===== src/rtl/next_pc_sequencer_pkg.sv =====
`default_nettype none
// ============================================================================
// Module   : next_pc_sequencer_pkg
// Purpose  : Shared types for the next-PC sequencer (FSM states, redirect
//            sources ordered by priority) and target alignment helper.
// Revision : 1.0
// ============================================================================
package next_pc_sequencer_pkg;

  typedef enum logic [1:0] {
    BOOT  = 2'd0,
    RUN   = 2'd1,
    STALL = 2'd2,
    HALT  = 2'd3
  } pc_state_t;

  // Numeric order is the arbitration priority: a larger value wins.
  typedef enum logic [1:0] {
    NONE = 2'd0,
    JMP  = 2'd1,
    JR   = 2'd2,
    BR   = 2'd3
  } redir_src_t;

  localparam logic [31:0] RESET_VECTOR_DEFAULT = 32'h0000_0000;

  function automatic logic [31:0] align_target(input logic [31:0] t);
    return t & 32'hFFFF_FFFC;
  endfunction

endpackage
`default_nettype wire


===== src/rtl/next_pc_sequencer_redirect_arbiter.sv =====
`default_nettype none
// ============================================================================
// Module   : next_pc_sequencer_redirect_arbiter
// Purpose  : Picks the winning fetch redirect among branch, JR, jump and the
//            buffered pending entry; returns source, aligned target, misalign.
// Revision : 1.0
// ============================================================================
module next_pc_sequencer_redirect_arbiter
  import next_pc_sequencer_pkg::*;
(
  input  logic        branch_taken,
  input  logic [31:0] branch_target,
  input  logic        jump_reg,
  input  logic [31:0] jump_reg_target,
  input  logic        jump,
  input  logic [31:0] jump_target,
  input  redir_src_t  pend_src,
  input  logic [31:0] pend_target,
  output redir_src_t  win_src,
  output logic [31:0] win_target,
  output logic        win_misaligned
);

  redir_src_t  w_req_src;
  logic [31:0] w_req_raw;
  logic        w_req_wins;

  always_comb begin
    w_req_src = NONE;
    w_req_raw = 32'h0000_0000;
    if (branch_taken) begin
      w_req_src = BR;
      w_req_raw = branch_target;
    end else if (jump_reg) begin
      w_req_src = JR;
      w_req_raw = jump_reg_target;
    end else if (jump) begin
      w_req_src = JMP;
      w_req_raw = jump_target;
    end
  end

  // Equal priority replaces the pending entry: the newer request is the live one.
  assign w_req_wins     = (w_req_src != NONE) && (w_req_src >= pend_src);
  assign win_src        = w_req_wins ? w_req_src : pend_src;
  assign win_target     = w_req_wins ? align_target(w_req_raw) : pend_target;
  assign win_misaligned = w_req_wins && (w_req_raw[1:0] != 2'b00);

endmodule
`default_nettype wire


===== src/rtl/next_pc_sequencer.sv =====
`default_nettype none
// ============================================================================
// Module   : next_pc_sequencer
// Purpose  : Program counter, next-PC FSM, stall-time redirect buffer and
//            IF/ID flush generation for the pipelined MIPS core.
// Revision : 1.0
// ============================================================================
module next_pc_sequencer
  import next_pc_sequencer_pkg::*;
#(
  parameter logic [31:0] RESET_VECTOR = RESET_VECTOR_DEFAULT,
  parameter int          PC_INC       = 4
) (
  input  logic        clk,
  input  logic        rst_n,
  input  logic        stall,
  input  logic        halt,
  input  logic        branch_taken,
  input  logic [31:0] branch_target,
  input  logic        jump_reg,
  input  logic [31:0] jump_reg_target,
  input  logic        jump,
  input  logic [31:0] jump_target,
  output logic [31:0] pc,
  output logic [31:0] pc_plus4,
  output logic        fetch_valid,
  output logic        flush_ifid,
  output logic        align_err,
  output logic        halted
);

  localparam logic [31:0] c_pc_inc = 32'(PC_INC);

  pc_state_t   r_state;
  pc_state_t   w_state_nxt;
  logic [31:0] r_pc;
  logic [31:0] w_pc_nxt;
  redir_src_t  r_pend_src;
  redir_src_t  w_pend_src_nxt;
  logic [31:0] r_pend_tgt;
  logic [31:0] w_pend_tgt_nxt;
  logic        r_align_err;
  logic        w_align_set;
  logic        w_fetch_valid;
  logic        w_flush;

  redir_src_t  w_win_src;
  logic [31:0] w_win_tgt;
  logic        w_win_mis;

  next_pc_sequencer_redirect_arbiter u_arb (
    .branch_taken    (branch_taken),
    .branch_target   (branch_target),
    .jump_reg        (jump_reg),
    .jump_reg_target (jump_reg_target),
    .jump            (jump),
    .jump_target     (jump_target),
    .pend_src        (r_pend_src),
    .pend_target     (r_pend_tgt),
    .win_src         (w_win_src),
    .win_target      (w_win_tgt),
    .win_misaligned  (w_win_mis)
  );

  assign pc_plus4 = r_pc + c_pc_inc;

  always_ff @(posedge clk or negedge rst_n) begin
    if (!rst_n) begin
      r_state     <= BOOT;
      r_pc        <= RESET_VECTOR;
      r_pend_src  <= NONE;
      r_pend_tgt  <= 32'h0000_0000;
      r_align_err <= 1'b0;
    end else begin
      r_state     <= w_state_nxt;
      r_pc        <= w_pc_nxt;
      r_pend_src  <= w_pend_src_nxt;
      r_pend_tgt  <= w_pend_tgt_nxt;
      r_align_err <= r_align_err | w_align_set;
    end
  end

  always_comb begin
    w_state_nxt    = r_state;
    w_pc_nxt       = r_pc;
    w_pend_src_nxt = r_pend_src;
    w_pend_tgt_nxt = r_pend_tgt;
    w_fetch_valid  = 1'b0;
    w_flush        = 1'b0;
    w_align_set    = 1'b0;

    unique case (r_state)
      BOOT: begin
        w_state_nxt = RUN;
      end

      RUN: begin
        w_fetch_valid = 1'b1;
        // A taken branch is older than the halting instruction, so it overrides halt.
        if (halt && !branch_taken) begin
          w_state_nxt    = HALT;
          w_pend_src_nxt = NONE;
        end else if (stall) begin
          w_state_nxt    = STALL;
          w_pend_src_nxt = w_win_src;
          w_pend_tgt_nxt = w_win_tgt;
          w_align_set    = w_win_mis;
        end else if (w_win_src != NONE) begin
          w_pc_nxt       = w_win_tgt;
          w_flush        = 1'b1;
          w_align_set    = w_win_mis;
          w_pend_src_nxt = NONE;
        end else begin
          w_pc_nxt = pc_plus4;
        end
      end

      STALL: begin
        if (stall) begin
          w_pend_src_nxt = w_win_src;
          w_pend_tgt_nxt = w_win_tgt;
          w_align_set    = w_win_mis;
        end else begin
          w_state_nxt    = RUN;
          w_pend_src_nxt = NONE;
          if (w_win_src != NONE) begin
            w_pc_nxt    = w_win_tgt;
            w_flush     = 1'b1;
            w_align_set = w_win_mis;
          end else begin
            w_pc_nxt = pc_plus4;
          end
        end
      end

      HALT: begin
        w_state_nxt = HALT;
      end

      default: begin
        w_state_nxt = BOOT;
      end
    endcase
  end

  assign pc          = r_pc;
  assign fetch_valid = w_fetch_valid;
  assign flush_ifid  = w_flush;
  assign align_err   = r_align_err;
  assign halted      = (r_state == HALT);

endmodule
`default_nettype wire

===== config.mk =====
export PLATFORM = sky130hd
export DESIGN_NAME = next_pc_sequencer
export DESIGN_NICKNAME = d
export VERILOG_FILES = /design/src/rtl/next_pc_sequencer_pkg.sv /design/src/rtl/next_pc_sequencer_redirect_arbiter.sv /design/src/rtl/next_pc_sequencer.sv
export SDC_FILE = /design/constraint.sdc
export NUM_CORES = 1
export LEC_CHECK = 0
export BUFFER_PORTS_ARGS = -buffer_cell sky130_fd_sc_hd__buf_4
export CORE_MARGIN = 5
export CORE_UTILIZATION = 55
export CTS_CLUSTER_DIAMETER = 50
export CTS_CLUSTER_SIZE = 24
export DETAILED_ROUTE_END_ITERATION = 8
export PLACE_DENSITY_LB_ADDON = 0.08
export SYNTH_ARGS = -nofsm -noshare
export SYNTH_HDL_FRONTEND = slang
export SYNTH_SLANG_ARGS = --single-unit
export TNS_END_PERCENT = 20

===== constraint.sdc =====
create_clock -name clk -period 5.2 [get_ports clk]
set_input_delay 0.26 -clock clk [delete_from_list [all_inputs] [get_ports clk]]
set_output_delay 0.26 -clock clk [all_outputs]
set_load 0.005 [all_outputs]

* After elaboration in Yosys (flattened, before gate mapping)
Index checks and enable logic that the tools add are counted.
Cells by class: add/subtract/negate cells 1, order comparisons 1, equality and inequality tests 7, mux-type cells 33, bitwise operators 1, reductions and logical operators 12
Operators by type and width (number):
- 32-bit 2-to-1 mux | 9
- 32-bit case mux with 2 select lines | 2
- 32-bit by 3-bit adder with 32-bit output, second input constant | 1
- 2-bit 2-to-1 mux | 10
- 1-bit 2-to-1 mux | 8
- 2-bit case mux with 4 select lines | 1
- 2-bit nonzero test | 4
- 2-bit AND reduction | 3
- 2-bit == test, second input constant | 2
- 2-bit != test, second input constant | 2
- 4-bit != test, second input constant | 1
- 1-bit case mux with 2 select lines | 2
- 2-bit case mux with 2 select lines | 1
- 1-bit logical AND | 3
- 3-bit != test, second input constant | 1
- 2-bit by 1-bit == test with 1-bit output, second input constant | 1
- 2-bit greater-or-equal comparator | 1
- 2-bit zero test | 1
- 1-bit zero test | 1
- 1-bit OR | 1
Storage, ports and cells: flip-flop bits (word level) 69, input port bits 103

* Depth between registers and ports, before layout
Gate-level depths: netlist of the first run.
word-level depth 12, mapped depth 13, depth with buffers taken out 9

* Hierarchy
Synthesis of the first run repeated with hierarchy kept, for this count alone.
Second synthesis, totals: cells, all modules 588, area, all modules 5313.8 um^2
By module, submodules not included:
- next_pc_sequencer | instances 1, cells an instance 427, area each 4088.9 um^2, sequential area each 1726.7 um^2
- next_pc_sequencer_redirect_arbiter | instances 1, cells an instance 161, area each 1224.9 um^2, sequential area each 0.0 um^2

* Worst setup path after synthesis of the first run
No wires, ideal clock.
kind in2reg, start point input branch_taken, end point register r_pend_tgt[10], arrival time 2.615 ns, slack 2.461 ns, stages on the path 11, path buffers 4, path through buf_2 -> clkbuf_1 -> clkbuf_1 -> nor2_1 -> ha_1 -> nand2b_1 -> a21oi_1 -> nor2_2 -> and3_1 -> buf_2 -> mux2_2
Between the ends: cells in the longest elaborated chain, start to end 7, elaborated cells on any way between the ends 13
RTL lines:
- start: declaration | line next_pc_sequencer.sv:18 | input logic branch_taken,
- 2-bit 2-to-1 mux | line next_pc_sequencer_redirect_arbiter.sv:31 | if (branch_taken) begin
- 2-bit greater-or-equal comparator or 2-bit nonzero test (tied branches) | line next_pc_sequencer_redirect_arbiter.sv:44 | assign w_req_wins = (w_req_src != NONE) && (w_req_src >= pend_src);
- 1-bit logical AND | line next_pc_sequencer_redirect_arbiter.sv:44
- 32-bit 2-to-1 mux | line next_pc_sequencer_redirect_arbiter.sv:46 | assign win_target = w_req_wins ? align_target(w_req_raw) : pend_target;
- 32-bit 2-to-1 mux | line next_pc_sequencer.sv:103, next_pc_sequencer.sv:119
- 32-bit 2-to-1 mux | line next_pc_sequencer.sv:100 | if (halt && !branch_taken) begin
- 32-bit case mux with 2 select lines | line next_pc_sequencer.sv:92 | unique case (r_state)
- end signal: assignment | line next_pc_sequencer.sv:78 | r_pend_tgt <= w_pend_tgt_nxt;
- end: declaration | line next_pc_sequencer.sv:40 | logic [31:0] r_pend_tgt;
Parallel ways exist; a longest one is shown, timed or not. The select of a mux whose other input is x is not followed. A chain may end at the register's enable or synchronous reset.

* Final worst setup path of the first run
start point input branch_taken, end point register r_pend_tgt[21]
The elaborated chain is that of the path after synthesis.

==> results.txt, run 1 <==
1st-iter DRT viols - 329
Antenna Cells - 0
Top-area cell type share of the netlist area - 0.353
Crit Path Class - input pin to flop
Crit path DAT - 3.18 ns
Core area - 0.00868 sq mm
RSZ-0062 raised after global routing - false
Final Max Slew Viols - 0
CTS Buffer Depth - 2
Number of global-route vias before repair - 5160
Setup Skew - 0.0138 ns
Row count - 34
Drt pass-1 iters - 5
CTS tree - yes
Routed length on met3 - 1020 microns
Synth Instances - 611
ANT nets after route - 0
M1 WL - 5860 microns
Largest area contributor in the netlist - dfrtp_1
# fillers - 707
Drt total wl - 15100 microns
WL/cell - 17.5 microns
Worst-path clk slew - 0.08 ns
Syn_area_per_cell - 8.01 sq um
Vias per cell - 5.94
Clock root buffer - clkbuf_8
Area growth from synthesis to layout - 28.8%
Final HPWL DP - 11300 microns
Tightest Pin Transition - 1.13 ns
Min Hold Slack - 0.0399 ns
Crit path time final - 2.95 ns
IO Count - 171
Final core occ - 0.726
CP endpoint kind - flop
Design Power - 3110 uW
Starting Density - 0.564
Synthesized Nets - 720
Achievable clock frequency - 339 MHz
Count leader, synth - nand2_1
Largest net degree at the start of global routing - 70
First-pass GRT wire length - 24900 microns
Status - finished clean
CP max FO - 65
Unique masters post-synth - 62
Worst slack, placed - 1.93 ns
Drt drc - 0
Top FF cell, synth - dfrtp_1
Max capacitance violation total - 0
Gr usage total - 0.274
Slew HR - 0.246
H-tree lvl count - 3
Post-synth EDFFs - 0
Synthesis Warnings - 0
CP startpoint kind - input pin
Worst reg2reg path depth - 8
Setup TNS - 0 ns
Static Leakage - 0.00299 uW
IO Port Bufs - 170
Worst Path Required - 5.43 ns
Die ar. - 0.0109 sq mm
Async S/R FF share, synth - 1.00
Register bit count reported by yosys - 69
# setup viols final - 0
GP Congestion - 0.907
Multi-input logic area - 0.00287 sq mm
Insertion delay to the later sink of the worst-skew pair - 0.35 ns
Global route total overflow - 0
Worst setup startpoint - branch_taken
Reg area - 0.00173 sq mm
FF-to-FF Start - r_pend_src[0]
Fin nets - 858
Uppermost layer routed - met4
Main area contributors after synthesis - dfrtp_1 (35%), nand2_1 (9.9%), o21ai_0 (5.8%)
Final Hold Viols - 0
Setup bufs post-CTS - 0
Die height - 104 microns
Die width - 104 microns
Cell Area, Synth - 0.00489 sq mm
CTS Sinks - 69
Fin worst setup slack - 2.25 ns
Pwr Density - 493 mW/mm^2
Via count - 5118
Layout cells sized above 1 - 0.293
Worst hold path class - input pin to asynchronous set/reset pin
Register area share after synthesis - 0.353
Clock buffer count from CTS - 9
Hold-fix buffers, CTS - 0
Max VDD drop - 308 uV
Initial antenna violation count - 0
Met2 wire length - 7730 microns
CTS resizes - 0
Tcrit/Tclk final - 0.568
Synth top cells by count - nand2_1 (129), dfrtp_1 (69), o21ai_0 (57), a21oi_1 (50), nor2_1 (43)
report_power, final:
part,internal [uW],switching [uW]
clock network,271,222
registers,759,285
logic,755,816
metrics by stage:
step                      cell area (sq um)  std cells
after global routing                   6300        862
after detailed placement               6090        846
after global placement                 6090        846
final                                  6300        862
after CTS                              6300        862
after floorplan                        4890        611
cell families (layout without fill, tap and decap cells):
kind of cell / Yosys count / count (layout) / share of synthesized area
AO/OA/AOI/OAI: 190 / 190 / 0.246
XOR/XNOR: 28 / 28 / 0.0501
adder cells (fa/ha/maj): 6 / 6 / 0.0153
buffers and inverters: 59 / 202 / 0.0636
flip-flops: 69 / 69 / 0.353
multiplexers: 15 / 15 / 0.0322
AND/OR/NAND/NOR: 244 / 244 / 0.240
cell usage in the layout, fill, tap and decap left out, drive strengths merged, types with 4 or more instances in the layout:
| cell type | count |
|---|---|
| o22a | 8 |
| a21oi | 51 |
| and2 | 6 |
| a31oi | 5 |
| xnor2 | 18 |
| and3 | 10 |
| buf | 176 |
| nand4 | 8 |
| mux2 | 6 |
| ha | 6 |
| nand2 | 129 |
| nor3 | 7 |
| o31ai | 6 |
| a21o | 6 |
| nand2b | 10 |
| mux2i | 9 |
| a22oi | 29 |
| or3 | 5 |
| dfrtp | 69 |
| o21ai | 58 |
| inv | 11 |
| xor2 | 10 |
| nor4 | 4 |
| a22o | 8 |
| nor2 | 44 |
| clkbuf | 10 |
| a211oi | 4 |
| nand3 | 15 |
flip-flops by register name (all words and copies together) (netlist names):
name / cells
align_err: 1
pc: 32
r_pend_src: 2
r_pend_tgt: 32
r_state: 2
critical path, stage by stage:
cell and delay [ns]:
buf_4 0.43, nor2_1 0.14, ha_1 0.29, nand2b_1 0.11, a21oi_1 0.17, nor2_4 0.14
buf_4 0.44, and3_1 0.50, buf_4 0.32, mux2_2 0.36
final cells by class:
cell class                      count  share of cell area
Multi-Input combinational cell    483               0.455
Sequential cell                    69               0.274
Timing Repair Buffer              176               0.210
Tap cell                          108              0.0214
Clock buffer                       10              0.0202
Clock inverter                      6              0.0137
Inverter                           10             0.00595
routing by layer:
layer,GRT usage,vias to the layer above
li1,-,2431
met1,0.333,2403
met2,0.475,242
met3,0.0484,42
met4,0.114,0
met5,0,-
final timing paths:
kind	slack, ns	end
max	2.25	r_pend_tgt[21]
min	0.04	r_pend_tgt[28]
max reg2reg	2.34	r_pend_tgt[21]
min reg2reg	0.47	r_pend_tgt[22]
max in group asynchronous	4.58	r_pend_tgt[3]
min in group clk	0.28	r_pend_tgt[18]
Note: power is estimated with default switching activity, not from simulation.
==> run 2: changes to the inputs <==
--- a/config.mk
+++ b/config.mk
@@ -7,7 +7,7 @@
 export LEC_CHECK = 0
 export BUFFER_PORTS_ARGS = -buffer_cell sky130_fd_sc_hd__buf_4
 export CORE_MARGIN = 5
-export CORE_UTILIZATION = 55
+export CORE_UTILIZATION = 51
 export CTS_CLUSTER_DIAMETER = 50
 export CTS_CLUSTER_SIZE = 24
 export DETAILED_ROUTE_END_ITERATION = 8
==> constraint.sdc (replaced) <==
create_clock -name clk -period 2.9 [get_ports clk]
set_input_delay 0.145 -clock clk [delete_from_list [all_inputs] [get_ports clk]]
set_output_delay 0.145 -clock clk [all_outputs]
set_load 0.005 [all_outputs]
==> run 2 against run 1 <==
Against the previous run:
- critical path depth fell by 3
- clock skew is 0.0043 ns lower
- worst setup slack lost 2.1 ns
- non-clock buffer count rose by 10
- combinational power grew 82%
- critical path type is now flop to primary output
- via count is essentially flat
- final cell count up 3.6%
- register-to-register slack worse by 1.8 ns
- cell area is 0.77% higher
==> results.txt, run 2 (same netlist as run 1, synthesis figures left out) <==
Worst Path Required - 2.76 ns (-2.67 ns)
Final Hold Viols - 0 (unchanged)
Setup TNS - 0 ns (unchanged)
Crit path time final - 2.70 ns
CTS tree - yes
GP Congestion - 0.932 (+2.7%)
Drt drc - 0 (unchanged)
CP max FO - 5 (-92%)
Core area - 0.00928 sq mm (+7.0%)
CTS Buffer Depth - 2 (unchanged)
First-pass GRT wire length - 24000 microns (-3.6%)
Tightest Pin Transition - 0.894 ns (-0.233 ns)
WL/cell - 16.7 microns (-4.1%)
Number of global-route vias before repair - 5039 (-2.3%)
CTS Sinks - 69 (unchanged)
CP endpoint kind - primary output
Tcrit/Tclk final - 0.932
Max capacitance violation total - 0 (unchanged)
Clock root buffer - clkbuf_8
Status - finished clean
Setup bufs post-CTS - 0 (unchanged)
Multi-input logic area - 0.00287 sq mm (unchanged)
# fillers - 769 (+8.8%)
Vias per cell - 5.73 (-3.5%)
Die width - 108 microns (+3.5%)
Die height - 108 microns (+3.5%)
Commonest non-fill, non-tap cell in the layout - buf_4
Die ar. - 0.0117 sq mm (+7.1%)
Pwr Density - 852 mW/mm^2 (+73%)
Global route total overflow - 0 (unchanged)
# setup viols final - 0 (unchanged)
Insertion delay to the later sink of the worst-skew pair - 0.35 ns (about the same)
Fin worst setup slack - 0.196 ns (-2.05 ns)
1st-iter DRT viols - 259 (-21%)
Worst hold path class - input pin to flop
Initial antenna violation count - 0 (unchanged)
Max VDD drop - 509 uV (+65%)
Crit path DAT - 2.56 ns (-0.62 ns)
Worst-path clk slew - 0.07 ns (about the same)
Internal - 3070 uW (+72%)
ANT nets after route - 0 (unchanged)
IO Count - 171 (unchanged)
Starting Density - 0.527 (-0.0368)
Drt pass-1 iters - 4 (-1)
Drt total wl - 14900 microns (-0.68%)
Area growth from synthesis to layout - 29.8%
Layout cells sized above 1 - 0.300 (+0.00663)
Via count - 5114 (-0.078%)
Largest net degree at the start of global routing - 70 (unchanged)
Achievable clock frequency - 370 MHz
Setup Skew - 0.00949 ns (-0.00427 ns)
Crit Path Class - flop to primary output
Worst slack, placed - 0.439 ns (-1.49 ns)
CP startpoint kind - flop
Comb power frac - 0.527 (+0.021)
Sw frac - 0.434 (+0.00800)
RSZ-0062 raised after global routing - false
Reg area - 0.00173 sq mm (unchanged)
Row count - 35 (+2.9%)
Final HPWL DP - 11400 microns (+1.4%)
Slew HR - 0.404 (+0.158)
Clock buffer count from CTS - 9 (unchanged)
Antenna Cells - 0 (unchanged)
Final Max Slew Viols - 0 (unchanged)
H-tree lvl count - 3 (unchanged)
Static Leakage - 0.00301 uW (+0.77%)
Clock power share - 0.124 (-0.034)
IO Port Bufs - 170 (unchanged)
Most frequent cells in the layout - buf_4 (185), nand2_1 (129), dfrtp_1 (69)
Gr usage total - 0.256 (-0.0180)
Fin nets - 868 (+1.2%)
Sw Pwr - 2350 uW (+78%)
Register share of total power - 0.349 (+0.013)
==> run 2: changes by cell type in the layout (fill, tap and decap cells not counted), sizes merged <==
cell,before,now
buf,176,185
bufinv,2,0
clkinv,2,4
inv,11,10
clkbuf,10,11
dlygate4sd3,0,1
==> run 2: area by class of cell <==
type                       count  area share
inverter                      10     0.00591
clock buffer                  11      0.0207
multi-input combinational    483       0.452
timing repair buffer         186       0.220
tap                          129      0.0254
clock inverter                 5     0.00433
sequential                    69       0.272
==> run 2: worst paths after layout <==
kind | from | to | slack [ns] | depth (start not counted)
worst max-delay path | pc[2] | pc_plus4[24] | 0.20 | 7
worst min-delay path | jump_reg | r_pend_src[1] | 0.14 | 3
worst max register to register | r_state[1] | pc[21] | 0.49 | 8
worst min register to register | r_pend_tgt[12] | r_pend_tgt[12] | 0.47 | 2
max in group asynchronous | rst_n | r_pend_tgt[11] | 1.84 | 2
min in group asynchronous | rst_n | r_pend_tgt[29] | 0.47 | 2
==> run 2: stage by stage <==
step,std cells,hold WS (ns),util,total power [uW],area [sq um]
global placement,876,0.323,0.666,4650,6180
floorplan,611,-0.151,-,3530,4890
CTS,893,0.137,0.684,5410,6350
detailed placement,876,0.326,0.666,4740,6180
finish,893,0.143,0.684,5420,6350
global route,893,0.161,0.684,5810,6350
==> run 2: critical path, stage by stage (launching register included) <==
cell     delay, ns
dfrtp_1       0.51
ha_1          0.23
nand4_1       0.14
nor4_2        0.50
nand3_1       0.26
nor2_1        0.27
xor2_1        0.17
buf_4         0.13
==> run 2: power groups by stage <==
stage	Combinational, uW	Sequential (uW)	Clock [uW]
final	2850	1890	674
after global routing	3140	1960	718
after CTS	2860	1880	676
after detailed placement	2850	1890	0
after global placement	2780	1870	0
after floorplan	1810	1720	0
==> run 2: repair_timing <==
item,CTS,global route
hold buffers,1,0
setup endpoints to repair,0,0
endpoints found under the hold margin,69,0
gates resized for setup,0,0
==> run 2: layer usage <==
metal	global-route usage	wire (microns)
met2	0.463	7780
met4	0.0794	321
met5	0	0
met1	0.305	5990
met3	0.0507	857
